### src/rtl/fetch_stage_if.sv
// Instruction-memory request/response bus between the fetch stage and imem.
// A word is accepted in any cycle where imem_req and imem_ack are both high.
interface fetch_stage_if;
    logic        imem_req;
    logic [31:0] imem_addr;
    logic        imem_ack;
    logic [31:0] imem_rdata;

    modport master (output imem_req, imem_addr, input imem_ack, imem_rdata);
    modport slave  (input imem_req, imem_addr, output imem_ack, imem_rdata);
endinterface

### src/rtl/fetch_stage.sv
// Instruction fetch stage: PC register, one-entry skid buffer and IF/ID register.
// The skid parks a word that was acked while decode stalled, so imem_req can drop.
module fetch_stage #(
    parameter logic [31:0] RESET_PC  = 32'h0000_0000,
    parameter logic [31:0] NOP_INSTR = 32'h0000_0013
) (
    input  logic          clk,
    input  logic          rst,
    fetch_stage_if.master imem,
    input  logic          stall,
    input  logic          redirect,
    input  logic [31:0]   redirect_pc,
    output logic          if_id_valid,
    output logic [31:0]   if_id_ir,
    output logic [31:0]   if_id_pc,
    output logic [31:0]   if_id_pc4,
    output logic          misalign_err
);

    typedef enum logic {S_REQ, S_HOLD} state_t;

    typedef struct packed {
        logic        valid;
        logic [31:0] ir;
        logic [31:0] pc;
        logic [31:0] pc4;
    } ifid_t;

    typedef struct packed {
        logic [31:0] ir;
        logic [31:0] pc;
    } skid_t;

    state_t      state, state_n;
    logic [31:0] pc, pc_n, pc_inc;
    ifid_t       ifid, ifid_n;
    skid_t       skid, skid_n;
    logic        misalign_n;

    assign pc_inc = pc + 32'd4;

    always_ff @(posedge clk) begin
        if (rst) begin
            state        <= S_REQ;
            pc           <= RESET_PC;
            ifid         <= '{valid: 1'b0, ir: NOP_INSTR, pc: RESET_PC, pc4: RESET_PC + 32'd4};
            skid         <= '0;
            misalign_err <= 1'b0;
        end else begin
            state        <= state_n;
            pc           <= pc_n;
            ifid         <= ifid_n;
            skid         <= skid_n;
            misalign_err <= misalign_n;
        end
    end

    always_comb begin
        state_n    = state;
        pc_n       = pc;
        ifid_n     = ifid;
        skid_n     = skid;
        misalign_n = misalign_err;
        if (redirect) begin
            // Flush wins over stall; any same-cycle ack is for the wrong path.
            pc_n         = {redirect_pc[31:2], 2'b00};
            ifid_n.valid = 1'b0;
            ifid_n.ir    = NOP_INSTR;
            skid_n       = '0;
            state_n      = S_REQ;
            if (redirect_pc[1:0] != 2'b00)
                misalign_n = 1'b1;
        end else begin
            case (state)
                S_REQ: begin
                    if (!stall) begin
                        if (imem.imem_ack) begin
                            ifid_n = '{valid: 1'b1, ir: imem.imem_rdata, pc: pc, pc4: pc_inc};
                            pc_n   = pc_inc;
                        end else begin
                            ifid_n.valid = 1'b0;
                            ifid_n.ir    = NOP_INSTR;
                        end
                    end else if (imem.imem_ack) begin
                        skid_n  = '{ir: imem.imem_rdata, pc: pc};
                        pc_n    = pc_inc;
                        state_n = S_HOLD;
                    end
                end
                S_HOLD: begin
                    if (!stall) begin
                        ifid_n  = '{valid: 1'b1, ir: skid.ir, pc: skid.pc, pc4: skid.pc + 32'd4};
                        skid_n  = '0;
                        state_n = S_REQ;
                    end
                end
                default: state_n = S_REQ;
            endcase
        end
    end

    assign imem.imem_req  = (state == S_REQ);
    assign imem.imem_addr = pc;
    assign if_id_valid    = ifid.valid;
    assign if_id_ir       = ifid.ir;
    assign if_id_pc       = ifid.pc;
    assign if_id_pc4      = ifid.pc4;

endmodule
### src/flat_wrapper.sv
// flat-port wrapper written by rule: the top's interface ports become plain ports
module fetch_stage_flat 
#(
    parameter logic [31:0] RESET_PC  = 32'h0000_0000,
    parameter logic [31:0] NOP_INSTR = 32'h0000_0013
)
  (clk, rst, stall, redirect, redirect_pc, if_id_valid, if_id_ir, if_id_pc, if_id_pc4, misalign_err, imem_imem_req, imem_imem_addr, imem_imem_ack, imem_imem_rdata);
  fetch_stage_if imem_i ();
  input  logic clk;
  input  logic rst;
  input  logic stall;
  input  logic redirect;
  input  logic [31:0] redirect_pc;
  output logic if_id_valid;
  output logic [31:0] if_id_ir;
  output logic [31:0] if_id_pc;
  output logic [31:0] if_id_pc4;
  output logic misalign_err;
  output wire logic [$bits(imem_i.imem_req)-1:0] imem_imem_req;
  output wire logic [$bits(imem_i.imem_addr)-1:0] imem_imem_addr;
  input wire logic [$bits(imem_i.imem_ack)-1:0] imem_imem_ack;
  input wire logic [$bits(imem_i.imem_rdata)-1:0] imem_imem_rdata;
  assign imem_imem_req = imem_i.imem_req;
  assign imem_imem_addr = imem_i.imem_addr;
  assign imem_i.imem_ack = imem_imem_ack;
  assign imem_i.imem_rdata = imem_imem_rdata;
  fetch_stage #(.RESET_PC(RESET_PC), .NOP_INSTR(NOP_INSTR)) u_core (.clk(clk), .rst(rst), .imem(imem_i), .stall(stall), .redirect(redirect), .redirect_pc(redirect_pc), .if_id_valid(if_id_valid), .if_id_ir(if_id_ir), .if_id_pc(if_id_pc), .if_id_pc4(if_id_pc4), .misalign_err(misalign_err));
endmodule
### config.mk
export PLATFORM = sky130hd
export DESIGN_NAME = fetch_stage_flat
export DESIGN_NICKNAME = d
export VERILOG_FILES = /design/src/rtl/fetch_stage_if.sv /design/src/rtl/fetch_stage.sv /design/src/flat_wrapper.sv
export SDC_FILE = /design/constraint.sdc
export NUM_CORES = 1
export LEC_CHECK = 0
export CAP_MARGIN = 20
export CORE_UTILIZATION = 45
export DETAILED_ROUTE_END_ITERATION = 6
export DONT_BUFFER_PORTS = 1
export GPL_TIMING_DRIVEN = 0
export PLACE_DENSITY = 0.66
export RECOVER_POWER = 50
export SYNTH_ARGS = -nofsm -noshare
export SYNTH_HDL_FRONTEND = slang
export SYNTH_SLANG_ARGS = --single-unit
### constraint.sdc
create_clock -name clk -period 3.2 [get_ports clk]
set_input_delay 0.48 -clock clk [delete_from_list [all_inputs] [get_ports clk]]
set_output_delay 0.48 -clock clk [all_outputs]
set_load 0.005 [all_outputs]
After elaboration in Yosys (flattened, before gate mapping)

Cells that the tools add are included.

Add/subtract/negate cells: 2
Multiplexer cells: 16
Bitwise gates (word level): 2
Reduce and logical (&&, ||, !) cells: 8
Eq/ne operators: 5

Operators by type and width:

| operator                                                        | number |
|---|---|
| 64-bit 2-to-1 mux                                               | 4 |
| 97-bit 2-to-1 mux                                               | 2 |
| 97-bit case mux with 2 select lines                             | 1 |
| 64-bit case mux with 2 select lines                             | 1 |
| 32-bit 2-to-1 mux                                               | 3 |
| 32-bit by 3-bit adder with 32-bit output, second input constant | 2 |
| 33-bit 2-to-1 mux                                               | 1 |
| 2-bit != test, second input constant                            | 4 |
| 2-bit AND reduction                                             | 3 |
| 4-bit AND reduction                                             | 1 |
| 2-bit nonzero test                                              | 2 |
| 1-bit 2-to-1 mux                                                | 3 |
| 3-bit AND reduction                                             | 1 |
| 2-bit by 1-bit != test with 1-bit output, second input constant | 1 |
| 1-bit inverter                                                  | 2 |
| 1-bit case mux with 2 select lines                              | 1 |
| 2-bit OR reduction                                              | 1 |

Register bits: 195
Logic and storage cells: 43

Depth between registers and ports, before layout

Gate-level depths: netlist (run 1).

Depth in word-level cells: 4
Depth in mapped cells: 11

Least setup slack after synthesis (run 1)

No wires, ideal clock.

Path type: reg2reg
Start point: reg u_core.state
End point: reg u_core.ifid (netlist bit u_core.if_id_pc[2])
Data required time: 3.085 ns
Path slack: 0.639 ns
Clock period less this slack: 2.561 ns
Cell stages (with the launch flop): 12
Setup time: 0.115 ns
Data arrival time: 2.446 ns
Buffers on the path: 5
Cell sequence: dfxtp_1 > inv_1 > clkbuf_1 > clkbuf_1 > ha_1 > or2_2 > clkbuf_1 > nor3_1 > clkbuf_1 > buf_2 > a21oi_1 > o21a_1

Longest elaborated chain between the ends: 3
Elaborated cells on any way between the ends: 6

RTL lines:

| element                                                                                           | line               | text |
|---|---|---|
| start, declared                                                                                   | fetch_stage.sv:34  | `state_t state, state_n;` |
| start signal, assigned                                                                            | fetch_stage.sv:50  | `state <= state_n;` |
| 1-bit inverter (*)                                                                                | n/a                |  |
| via imem_imem_req                                                                                 | flat_wrapper.sv:19 | `output wire logic [$bits(imem_i.imem_req)-1:0] imem_imem_req;` |
| 2-bit by 1-bit != test with 1-bit output (no source line) / 2-bit != test (equally long branches) | n/a                |  |
| 4-bit AND reduction (no source line)                                                              | n/a                |  |
| end signal, assigned                                                                              | fetch_stage.sv:46  | `ifid <= '{valid: 1'b0, ir: NOP_INSTR, pc: RESET_PC, pc4: RESET_PC + 32'd4};` |
| end signal, assigned                                                                              | fetch_stage.sv:52  | `ifid <= ifid_n;` |
| end, declared                                                                                     | fetch_stage.sv:36  | `ifid_t ifid, ifid_n;` |

The timed path passes the listed nets; every way through them passes the cells marked *.
A chain may end at the register's enable or synchronous reset.

Final worst setup path (run 1)

Start point: reg u_core.state
End point: reg u_core.ifid (netlist bit u_core.if_id_pc[26])

Same word-level chain as after synthesis.

==> reports/results.txt, run 1 <==
Status: finished clean
Post-route setup slack: 175 ps
Crit path launch type: flop
Clock transition at path regs: 70 ps
Final Hold Vio Count: 0
Die footprint: 20900 um^2
Max_slew headroom: 0.404
IO buf count: 0
Routed WL: 30.6 mm
Critical-path cell list: inv_1, clkbuf_1, clkbuf_4, ha_1, or2_2, clkbuf_1, nor3_2, clkbuf_4, buf_2, nor2_1, a211oi_1
RePlAce Congestion: 0.922
Maximum vdd drop: 0.000388 V
Fmax: 0.331 GHz
Syn avg cell area: 8.30 um^2
TNS Setup: 0 ps
Critical path endpoint: u_core.if_id_pc[26]$_SDFFE_PP0P_
Worst-Skew Late Latency: 440 ps
Yosys top cell area share: 0.409
Vias: 8524
Clock root cell: clkbuf_16
Period utilisation layout: 0.945
CTS Sinks: 187
Top area cells in the synthesized netlist: dfxtp_1, nor2_1, a211oi_1
Buf/Inv on CP: 6
Total congestion overflow: 0
Reg2Reg Launch Point: u_core.state$_SDFF_PP0_
Worst Reg2Reg Path Length in Cells: 11
CP Depth: 11
Total power: 5.38 mW
Register bit total from synthesis: 187
Placement Cell Area: 9520 um^2
# DRC: 0
CTS max path bufs: 2
Initial DRT Pass Iterations: 5
WL per Instance: 21.7 um
Register area share after synthesis: 0.409
Slowest-stage cell, CP: dfxtp_1
Drt via density: 6.05
Die Height: 145 um
Pre-CTS WS: -356 ps
H-tree level count: 4
Core area: 19700 um^2
Top Ports: 200
Vias in the first global route: 7941
Req. time, crit path: 3540 ps
Ys flop type: dfxtp_1
DRT antenna net count: 0
Mapped Area: 9160 um^2
Ys async rst share: 0
Leak pwr: 3.50 nW
Hold-fix buffers, CTS: 0
Post-synth top cells: dfxtp_1, nor2_1, clkbuf_1
Reg2Reg Setup Slack: 170 ps
CP Max Fanout: 11
Final net count: 1204
Largest net degree at the start of global routing: 17
Critical path arrival: 3370 ps
Filler instances: 1862
Slowest stage delay, CP: 390 ps
Final setup viols: 0
Global-route wire length before repair: 45.7 mm
CTS Buf Count: 17
Effective utilization at floorplan: 0.464
Worst Hold Class: in2reg
Gr usage total: 0.293
CP Launch Point: u_core.state$_SDFF_PP0_
Clock Skew: 12.1 ps
Power per standard cell area: 528 nW/um^2
Hold_sp: redirect_pc[12]
Reg-to-Reg End: u_core.if_id_pc[26]$_SDFFE_PP0P_
Fin. max-slew vios: 0
Area leader, netlist: dfxtp_1
CTS tree: done
MaxCap Viol Count: 0
Design Area, Final: 10200 um^2
CP Class: reg2reg
Cells after Synth: 1104
CP delay by family, top: buffers and inverters
Clock period minus worst slack: 3030 ps
EDFF count, synth: 0
Kind of end point of the critical path: flop
Most common cell in the synthesized netlist: dfxtp_1
Proportion of layout cells with a drive suffix above 1: 0.0760
Drt initial violations: 801
Slew @ Worst Pin: 894 ps
Synth cell types: 56
Area delta synth->final: 11.3%
Die width: 145 um
Std cell rows: 51
Hpwl dp: 22.0 mm
Syn. warnings: 0
Initial antenna violation count: 0
-- registers in the layout, summed over array words and instances (netlist names) --
register	flops
u_core.imem.imem_addr	30
u_core.state	1
u_core.if_id_valid	1
u_core.skid	62
u_core.if_id_pc	30
u_core.if_id_ir	32
u_core.misalign_err	1
u_core.if_id_pc4	30
-- per-layer routing --
metal / global-route usage / share of wire
met1: 0.380 / 0.42
met2: 0.446 / 0.44
met3: 0.0780 / 0.097
met4: 0.153 / 0.041
met5: 0 / 0
-- cells in the final DEF, fill, tap and decap left out, types with 23 or more instances in the layout --
cell / count
mux2i_1: 40
nor2_1: 162
a22oi_1: 32
nand2_1: 62
buf_2: 23
nor3b_1: 27
xor2_1: 28
nand3_1: 30
a211oi_1: 69
xnor2_1: 32
clkbuf_1: 80
and3_1: 34
dfxtp_1: 187
nor3_1: 51
a21oi_1: 54
nand4_1: 24
-- cells by family (layout without fill, tap and decap cells) --
kind of cell / after synthesis / count (layout) / synth area share
and+or+nand+nor: 451 / 451 / 0.249
adders and majority gates: 4 / 4 / 0.00546
buffers and inverters: 134 / 169 / 0.0612
DFF: 187 / 187 / 0.409
xor gates and xnor gates: 60 / 60 / 0.0574
other: 1 / 7 / 0.000409
AOI/OAI and AO/OA: 227 / 227 / 0.174
muxes: 40 / 40 / 0.0437
-- per-stage QoR --
stage,utilization,std cells,hold WS [ps]
6_report,0.517,1410,180
5_1_grt,0.517,1409,185
4_1_cts,0.516,1408,167
3_5_place_dp,0.483,1376,460
3_3_place_gp,0.482,1374,454
2_1_floorplan,-,1109,439
-- worst min-delay path by stage --
stage                                                   endpoint  slack, ps  depth (start not counted)
final                     u_core.imem.imem_addr[12]$_SDFFE_PP0P_        180                          2
after global routing       u_core.imem.imem_addr[7]$_SDFFE_PP0P_        190                          2
after CTS                 u_core.imem.imem_addr[12]$_SDFFE_PP0P_        170                          2
after detailed placement        u_core.misalign_err$_SDFFE_PP0P_        460                          2
after global placement          u_core.misalign_err$_SDFFE_PP0P_        450                          2
after floorplan                 u_core.if_id_pc4[2]$_SDFFE_PP1P_        440                          2
-- cell type report --
cell class / instances / area [um^2] / share of cell area
plain buffers: 120 / 524 / 0.0514
flip-flops and latches: 187 / 3740 / 0.367
inverters: 14 / 52.6 / 0.00515
clock inverters: 11 / 156 / 0.0153
well taps: 265 / 332 / 0.0325
repair buffers: 3 / 15.0 / 0.00147
clock buffers: 21 / 480 / 0.0471
multi-input cells: 788 / 4890 / 0.480
diodes: 1 / 2.50 / 0.000245
-- power breakdown --
group / switching (mW) / internal (mW)
Sequential: 0.0990 / 2.42
Combinational: 0.364 / 0.189
Clock: 0.981 / 1.33
-- timing repair --
action                                  CTS  global route
gates resized for setup                   6             8
gates cloned                              0             0
buffers inserted                          0             0
pin swaps                                 0             0
hold endpoints to repair                  0             0
endpoints found under the setup margin   69            59
(Power assumes the default switching activity.)
==> run 2, diff against run 1 <==
GPL_ROUTABILITY_DRIVEN = 0   (was default)
==> results of run 2 <==
The final DEF is identical to that of run 1; final timing and power are the same.
==> run 3, diff against run 2 <==
HOLD_SLACK_MARGIN = 0.1   (was default)
==> results of run 3 <==
The final DEF is identical to that of run 1; final timing and power are the same.
